File: src/rtl/regfile_pkg.sv
// Shared constants and types for the architectural register file.
package regfile_pkg;

  localparam int unsigned DATA_W   = 32;
  localparam int unsigned ADDR_W   = 5;
  localparam int unsigned NUM_REGS = 32;
  localparam int unsigned ZERO_REG = 0;

  typedef logic [ADDR_W-1:0] reg_adr_t;
  typedef logic [DATA_W-1:0] word_t;

endpackage

File: src/rtl/regfile_scoreboard.sv
// Pending-write scoreboard: one busy bit per register. An issue marks its
// destination busy and a write-back clears it. When both hit the same register
// in the same cycle, the issue wins.
// Ports:
//   clk, rst_n                 clock, async active-low reset
//   issue_valid_i, issue_adr_i mark a destination busy
//   wb_en_i, wb_adr_i          write-back clears the busy bit
//   rs1_adr_i, rs2_adr_i       source addresses being requested
//   src1_blocked, src2_blocked source still waiting on a write-back (combinational)
module regfile_scoreboard #(
  parameter int unsigned ADDR_W   = regfile_pkg::ADDR_W,
  parameter int unsigned NUM_REGS = regfile_pkg::NUM_REGS
) (
  input  logic              clk,
  input  logic              rst_n,
  input  logic              issue_valid_i,
  input  logic [ADDR_W-1:0] issue_adr_i,
  input  logic              wb_en_i,
  input  logic [ADDR_W-1:0] wb_adr_i,
  input  logic [ADDR_W-1:0] rs1_adr_i,
  input  logic [ADDR_W-1:0] rs2_adr_i,
  output logic              src1_blocked,
  output logic              src2_blocked
);
  import regfile_pkg::ZERO_REG;

  logic [NUM_REGS-1:0] busy_q;
  logic [NUM_REGS-1:0] busy_d;

  // Clear first, then set, so a same-cycle issue leaves the register busy.
  always_comb begin
    busy_d = busy_q;
    if (wb_en_i && (wb_adr_i != ADDR_W'(ZERO_REG))) begin
      busy_d[wb_adr_i] = 1'b0;
    end
    if (issue_valid_i && (issue_adr_i != ADDR_W'(ZERO_REG))) begin
      busy_d[issue_adr_i] = 1'b1;
    end
    busy_d[0] = 1'b0;
  end

  always_ff @(posedge clk or negedge rst_n) begin
    if (!rst_n) begin
      busy_q <= '0;
    end else begin
      busy_q <= busy_d;
    end
  end

  // Uses the pre-edge busy bit. A write-back landing this cycle unblocks because it is bypassed.
  assign src1_blocked = busy_q[rs1_adr_i] & ~(wb_en_i & (wb_adr_i == rs1_adr_i));
  assign src2_blocked = busy_q[rs2_adr_i] & ~(wb_en_i & (wb_adr_i == rs2_adr_i));

endmodule

File: src/rtl/register_file.sv
// Architectural register file: 32 x 32-bit registers, with x0 hardwired to zero.
// It has two registered read ports with write-back bypass, one write-back port,
// and a pending-write scoreboard that stalls reads of busy sources.
// Ports:
//   clk, rst_n              clock, async active-low reset
//   rd_req, rs1_adr/rs2_adr operand read request and source addresses
//   rs1_data/rs2_data       registered operands
//   rd_ack                  registered; operands updated by last cycle's accepted read
//   stall                   combinational; read blocked by a busy source
//   issue_valid, issue_adr  mark destination pending
//   wb_en, wb_adr, wb_data  write-back port
module register_file #(
  parameter int unsigned DATA_W   = regfile_pkg::DATA_W,
  parameter int unsigned ADDR_W   = regfile_pkg::ADDR_W,
  parameter int unsigned NUM_REGS = regfile_pkg::NUM_REGS
) (
  input  logic              clk,
  input  logic              rst_n,
  input  logic              rd_req,
  input  logic [ADDR_W-1:0] rs1_adr,
  input  logic [ADDR_W-1:0] rs2_adr,
  output logic [DATA_W-1:0] rs1_data,
  output logic [DATA_W-1:0] rs2_data,
  output logic              rd_ack,
  output logic              stall,
  input  logic              issue_valid,
  input  logic [ADDR_W-1:0] issue_adr,
  input  logic              wb_en,
  input  logic [ADDR_W-1:0] wb_adr,
  input  logic [DATA_W-1:0] wb_data
);
  import regfile_pkg::ZERO_REG;

  logic [DATA_W-1:0] regs_q [NUM_REGS];
  logic [DATA_W-1:0] rs1_data_q, rs1_data_d;
  logic [DATA_W-1:0] rs2_data_q, rs2_data_d;
  logic              rd_ack_q, rd_ack_d;
  logic [DATA_W-1:0] rs1_fwd, rs2_fwd;
  logic              src1_blocked, src2_blocked;
  logic              accept;

  regfile_scoreboard #(
    .ADDR_W  (ADDR_W),
    .NUM_REGS(NUM_REGS)
  ) u_scoreboard (
    .clk          (clk),
    .rst_n        (rst_n),
    .issue_valid_i(issue_valid),
    .issue_adr_i  (issue_adr),
    .wb_en_i      (wb_en),
    .wb_adr_i     (wb_adr),
    .rs1_adr_i    (rs1_adr),
    .rs2_adr_i    (rs2_adr),
    .src1_blocked (src1_blocked),
    .src2_blocked (src2_blocked)
  );

  assign stall  = rd_req & (src1_blocked | src2_blocked);
  assign accept = rd_req & ~stall;

  // Storage; x0 is never written, so it reads as zero from reset onward.
  always_ff @(posedge clk or negedge rst_n) begin
    if (!rst_n) begin
      for (int unsigned i = 0; i < NUM_REGS; i++) begin
        regs_q[i] <= '0;
      end
    end else if (wb_en && (wb_adr != ADDR_W'(ZERO_REG))) begin
      regs_q[wb_adr] <= wb_data;
    end
  end

  // Operand bypass: a same-cycle write-back beats storage, and x0 beats both.
  always_comb begin
    rs1_fwd = regs_q[rs1_adr];
    rs2_fwd = regs_q[rs2_adr];
    if (wb_en && (wb_adr == rs1_adr)) rs1_fwd = wb_data;
    if (wb_en && (wb_adr == rs2_adr)) rs2_fwd = wb_data;
    if (rs1_adr == ADDR_W'(ZERO_REG)) rs1_fwd = '0;
    if (rs2_adr == ADDR_W'(ZERO_REG)) rs2_fwd = '0;
  end

  // Output registers load only on an accepted read and hold otherwise.
  always_comb begin
    rs1_data_d = rs1_data_q;
    rs2_data_d = rs2_data_q;
    rd_ack_d   = accept;
    if (accept) begin
      rs1_data_d = rs1_fwd;
      rs2_data_d = rs2_fwd;
    end
  end

  always_ff @(posedge clk or negedge rst_n) begin
    if (!rst_n) begin
      rs1_data_q <= '0;
      rs2_data_q <= '0;
      rd_ack_q   <= 1'b0;
    end else begin
      rs1_data_q <= rs1_data_d;
      rs2_data_q <= rs2_data_d;
      rd_ack_q   <= rd_ack_d;
    end
  end

  assign rs1_data = rs1_data_q;
  assign rs2_data = rs2_data_q;
  assign rd_ack   = rd_ack_q;

endmodule

File: config.mk
export PLATFORM = sky130hd
export DESIGN_NAME = register_file
export DESIGN_NICKNAME = d
export VERILOG_FILES = /design/src/rtl/regfile_pkg.sv /design/src/rtl/regfile_scoreboard.sv /design/src/rtl/register_file.sv
export SDC_FILE = /design/constraint.sdc
export NUM_CORES = 2
export LEC_CHECK = 0
export CAP_MARGIN = 15
export CORE_MARGIN = 3
export CORE_UTILIZATION = 42
export CTS_CLUSTER_SIZE = 40
export DETAILED_ROUTE_END_ITERATION = 16
export PLACE_DENSITY_LB_ADDON = 0.3
export SLEW_MARGIN = 20
export SYNTH_ARGS = -nofsm -noshare
export SYNTH_HDL_FRONTEND = slang
export SYNTH_HIERARCHICAL = 1
export SYNTH_SLANG_ARGS = --single-unit
export TNS_END_PERCENT = 20
File: constraint.sdc
create_clock -name clk -period 4.7 [get_ports clk]
set_clock_uncertainty 0.15 [all_clocks]
set_input_delay 0.705 -clock clk [delete_from_list [all_inputs] [get_ports clk]]
set_output_delay 0.705 -clock clk [all_outputs]
set_load 0.03 [all_outputs]
==> metrics.md <==
| Metric | Value |
|---|---|
| Largest net degree at the start of global routing | 120 |
| Asr flop ratio synth | 1.00 |
| Vias after detailed routing | 37.0k |
| Post-synthesis area per instance | 14.9 sq um |
| Number of vias per cell | about 6.5 |
| Initial DRC count | 3661 |
| Reg power frac | 0.453 |
| Setup_tns | 0 ps |
| Unrepaired setup endpoints after global routing | false |
| Worst Tran Pin Value | about 1100 ps |
| Crit path time final | about 3500 ps |
| Layout cells sized above 1 | 0.453 |
| Hold crit path type | reg -> reg |
| Ranking of synthesized cells by area | dfrtp_1 48%, mux4_2 19%, mux2_2 17%, mux2i_1 2.2%, a22oi_1 2.1% |
| Crit Path Category | in -> out |
| Multi-input logic area | roughly 29000 sq um |
| Worst IR drop on VDD | 0.312 mV |
| Worst Hold Launch | regs_q[998] |
| RR Startpoint | u_scoreboard/busy_q[27] |
| CP Buf/Inv Count | 2 |
| Buffers on Ports | 122 |
| Most common cell in the netlist | dfrtp_1 |
| Crit path from | rs2_adr[3] |
| Synth top area share | 0.480 |
| Routability congestion estimate | 0.812 |
| Comb power frac | 0.217 |
| Fillcell total | 11.9k |
| Slew Limit Fails | 0 |
| Internal power component | 20.7 mW |
| Drt total wl | between 150000 and 200000 microns |
| Post_cts resized | 0 |
| Drt pass-1 iters | 6 |
| Max Fclk | 0.285 GHz |
| Nets | 3901 |
| Die height | 379 microns |
| Clk pin slew, worst setup/hold paths | 60 ps |
| Primary FF master, synth | dfrtp_1 |
| Antenna violations before repair | 5 |
| WP data arrival | 2660 ps |
| # IOs | 123 |
| Delay-heaviest family, CP | buffers and inverters |
| Static leakage | 28.1 nW |
| YS warnings | 6 |
| Clk Latency, worst-skew pair | 760 ps |
| Max_slew headroom | 0.251 |
| Number of synthesized flops with an enable pin | 0 |
| Launching element type of the critical path | primary input |
| Initial Utilization | 0.424 |
| Pwr per Cell Area | 442 nW/um^2 |
| Clock sinks | 1120 |
| Synth Cell Area | 58400 sq um |
| Cell Chain, Critical Path | clkdlybuf4s50_1 -> o21ai_0 -> o32a_1 -> o32ai_1 -> o21a_1 -> buf_4 |
| Fin worst setup slack | 1190 ps |
| Place WS | approximately 500 ps |
| Htree depth | 3 |
| Type of destination of the critical path | output port |
| Drt wl/cell | approximately 30 microns |
| GR Util All Layers | 0.243 |
| Worst path required time | about 3900 ps |
| Sw Share | 0.285 |
| Synth top cells by count | 1120 x dfrtp_1, 902 x mux2_2, 490 x mux4_2 |
| HPWL after detailed placement | 99500 microns |
| Max-cap violations | 0 |
| Post-route ant nets | 0 |
| Cell count after synthesis | ~4k |
| Vias in the first global route | 38.5k |
| Max clock buf depth | 3 |
| Die area | 144000 sq um |
| Cell taking the most area after synthesis | dfrtp_1 |
| Overflow after GRT | 0 |
| Psw | 8.24 mW |
| Setup violations, final | 0 |
| Outcome | finished, final reports clean |
| Layout area overhead | 12.0% |
| Period Utilization, post-route | 0.747 |
| Post-synthesis sequential area ratio | 0.480 |
| CTS tree | done |
| Number of synthesized register bits | 1120 |
| Seq. cell area | roughly 28000 sq um |
| Die Width | 379 microns |
| Cell Rows | 136 |
| Final hold violation count | 0 |
| Number of buffers created by CTS | 117 |
| Syn nets | 3978 |
| Remaining DRCs | 0 |
| Root buffer cell | clkbuf_16 |
| Slowest-stage cell, CP | clkdlybuf4s50_1 |
| Netlist cell types | 55 |
| First-pass GRT wire length | 260000 microns |
| Slowest stage delay, CP | 820 ps |
| Worst Path Max Fanout | 11 |
| Clk pwr share | 0.330 |
| Core region area | 138000 sq um |
[flip-flops by register name, indices dropped and copies added, names as in the netlist]
signal,cells
u_scoreboard/busy_q,31
rd_ack,1
rs2_data,32
rs1_data,32
regs_q,1024
[worst paths after layout]
| path | cells past startpoint | to | slack (ps) |
|---|---|---|---|
| max | 6 | stall | 1190 |
| min | 0 | regs_q[998] | 240 |
| max reg2reg | 11 | rs1_data[17] | 1190 |
| min reg2reg | 0 | regs_q[998] | 240 |
| max in group asynchronous | 3 | regs_q[1008] | 2750 |
| min in group asynchronous | 2 | u_scoreboard/busy_q[28] | 490 |
[cell families (layout without fill, tap and decap cells)]
group | Yosys count | in the layout | share of synthesized area
and+or+nand+nor | 188 | 188 | 0.0155
xor gates and xnor gates | 19 | 19 | 0.00285
buffers and inverters | 480 | 503 | 0.0360
DFF | 1120 | 1120 | 0.480
other | 0 | 1 | 0
AOI/OAI and AO/OA | 495 | 495 | 0.0612
muxes | 1619 | 1619 | 0.405
[routing by layer]
metal | global-route usage | wire, microns | vias to the layer above
met5 | 0 | 0 | -
met4 | 0.0728 | 5090 | 0
met3 | 0.0455 | 12400 | 305
met2 | 0.390 | 82500 | 1410
met1 | 0.337 | 72900 | 20169
li1 | - | - | 15137
[power by group through the flow]
stage	combinational (mW)	sequential (mW)	clock, mW
after floorplan	4.29	13.0	0
after global placement	6.19	13.1	0
after detailed placement	6.31	13.2	0
after CTS	6.33	13.1	9.70
after global routing	6.74	13.3	10.1
final	6.28	13.1	9.54
[cell usage in the layout (no fill, tap or decap), types with 11 or more instances in the layout]
| cell | count |
|---|---|
| clkdlybuf4s50_1 | 88 |
| a22o_1 | 32 |
| o21ai_1 | 71 |
| mux2i_1 | 130 |
| nand2_2 | 15 |
| a22oi_1 | 160 |
| a21oi_1 | 32 |
| mux2_1 | 94 |
| o21ai_0 | 57 |
| clkbuf_8 | 31 |
| clkbuf_16 | 118 |
| mux4_2 | 490 |
| mux2_2 | 902 |
| nand3_1 | 12 |
| a221oi_1 | 66 |
| buf_12 | 38 |
| dfrtp_1 | 1120 |
| buf_4 | 86 |
| a222oi_1 | 32 |
| buf_2 | 26 |
| nand2_1 | 80 |
| xnor2_1 | 11 |
| clkbuf_1 | 32 |
| nor2_4 | 19 |
| a211o_1 | 33 |
| inv_1 | 38 |
| clkinv_2 | 19 |
[metrics by stage]
| step | instance area [sq um] | power, mW | hold WS (ps) | utilization | cells |
|---|---|---|---|---|---|
| floorplan | 58400 | 17.3 | 259 | - | 3921 |
| global route | 65400 | 30.2 | 257 | 0.475 | 5738 |
| global placement | 61600 | 19.3 | 226 | 0.447 | 5517 |
| detailed placement | 61600 | 19.5 | 233 | 0.447 | 5518 |
| CTS | 65500 | 29.1 | 247 | 0.475 | 5738 |
| finish | 65400 | 28.9 | 242 | 0.475 | 5739 |
[area by class of cell]
class / count / share of cell area
Antenna cell: 1 / 0.0000382
Inverter: 39 / 0.00224
Clock inverter: 38 / 0.00688
Sequential cell: 1120 / 0.428
Tap cell: 1794 / 0.0343
Multi-Input combinational cell: 2321 / 0.436
Timing Repair Buffer: 245 / 0.0384
Clock buffer: 181 / 0.0535
[what timing repair did]
action,in CTS,in global routing
endpoints found under the hold margin,65,0
endpoints found under the setup margin,0,0
hold buffers,1,0
buffers inserted,0,0
No activity file was read; power rests on OpenSTA's default activity.
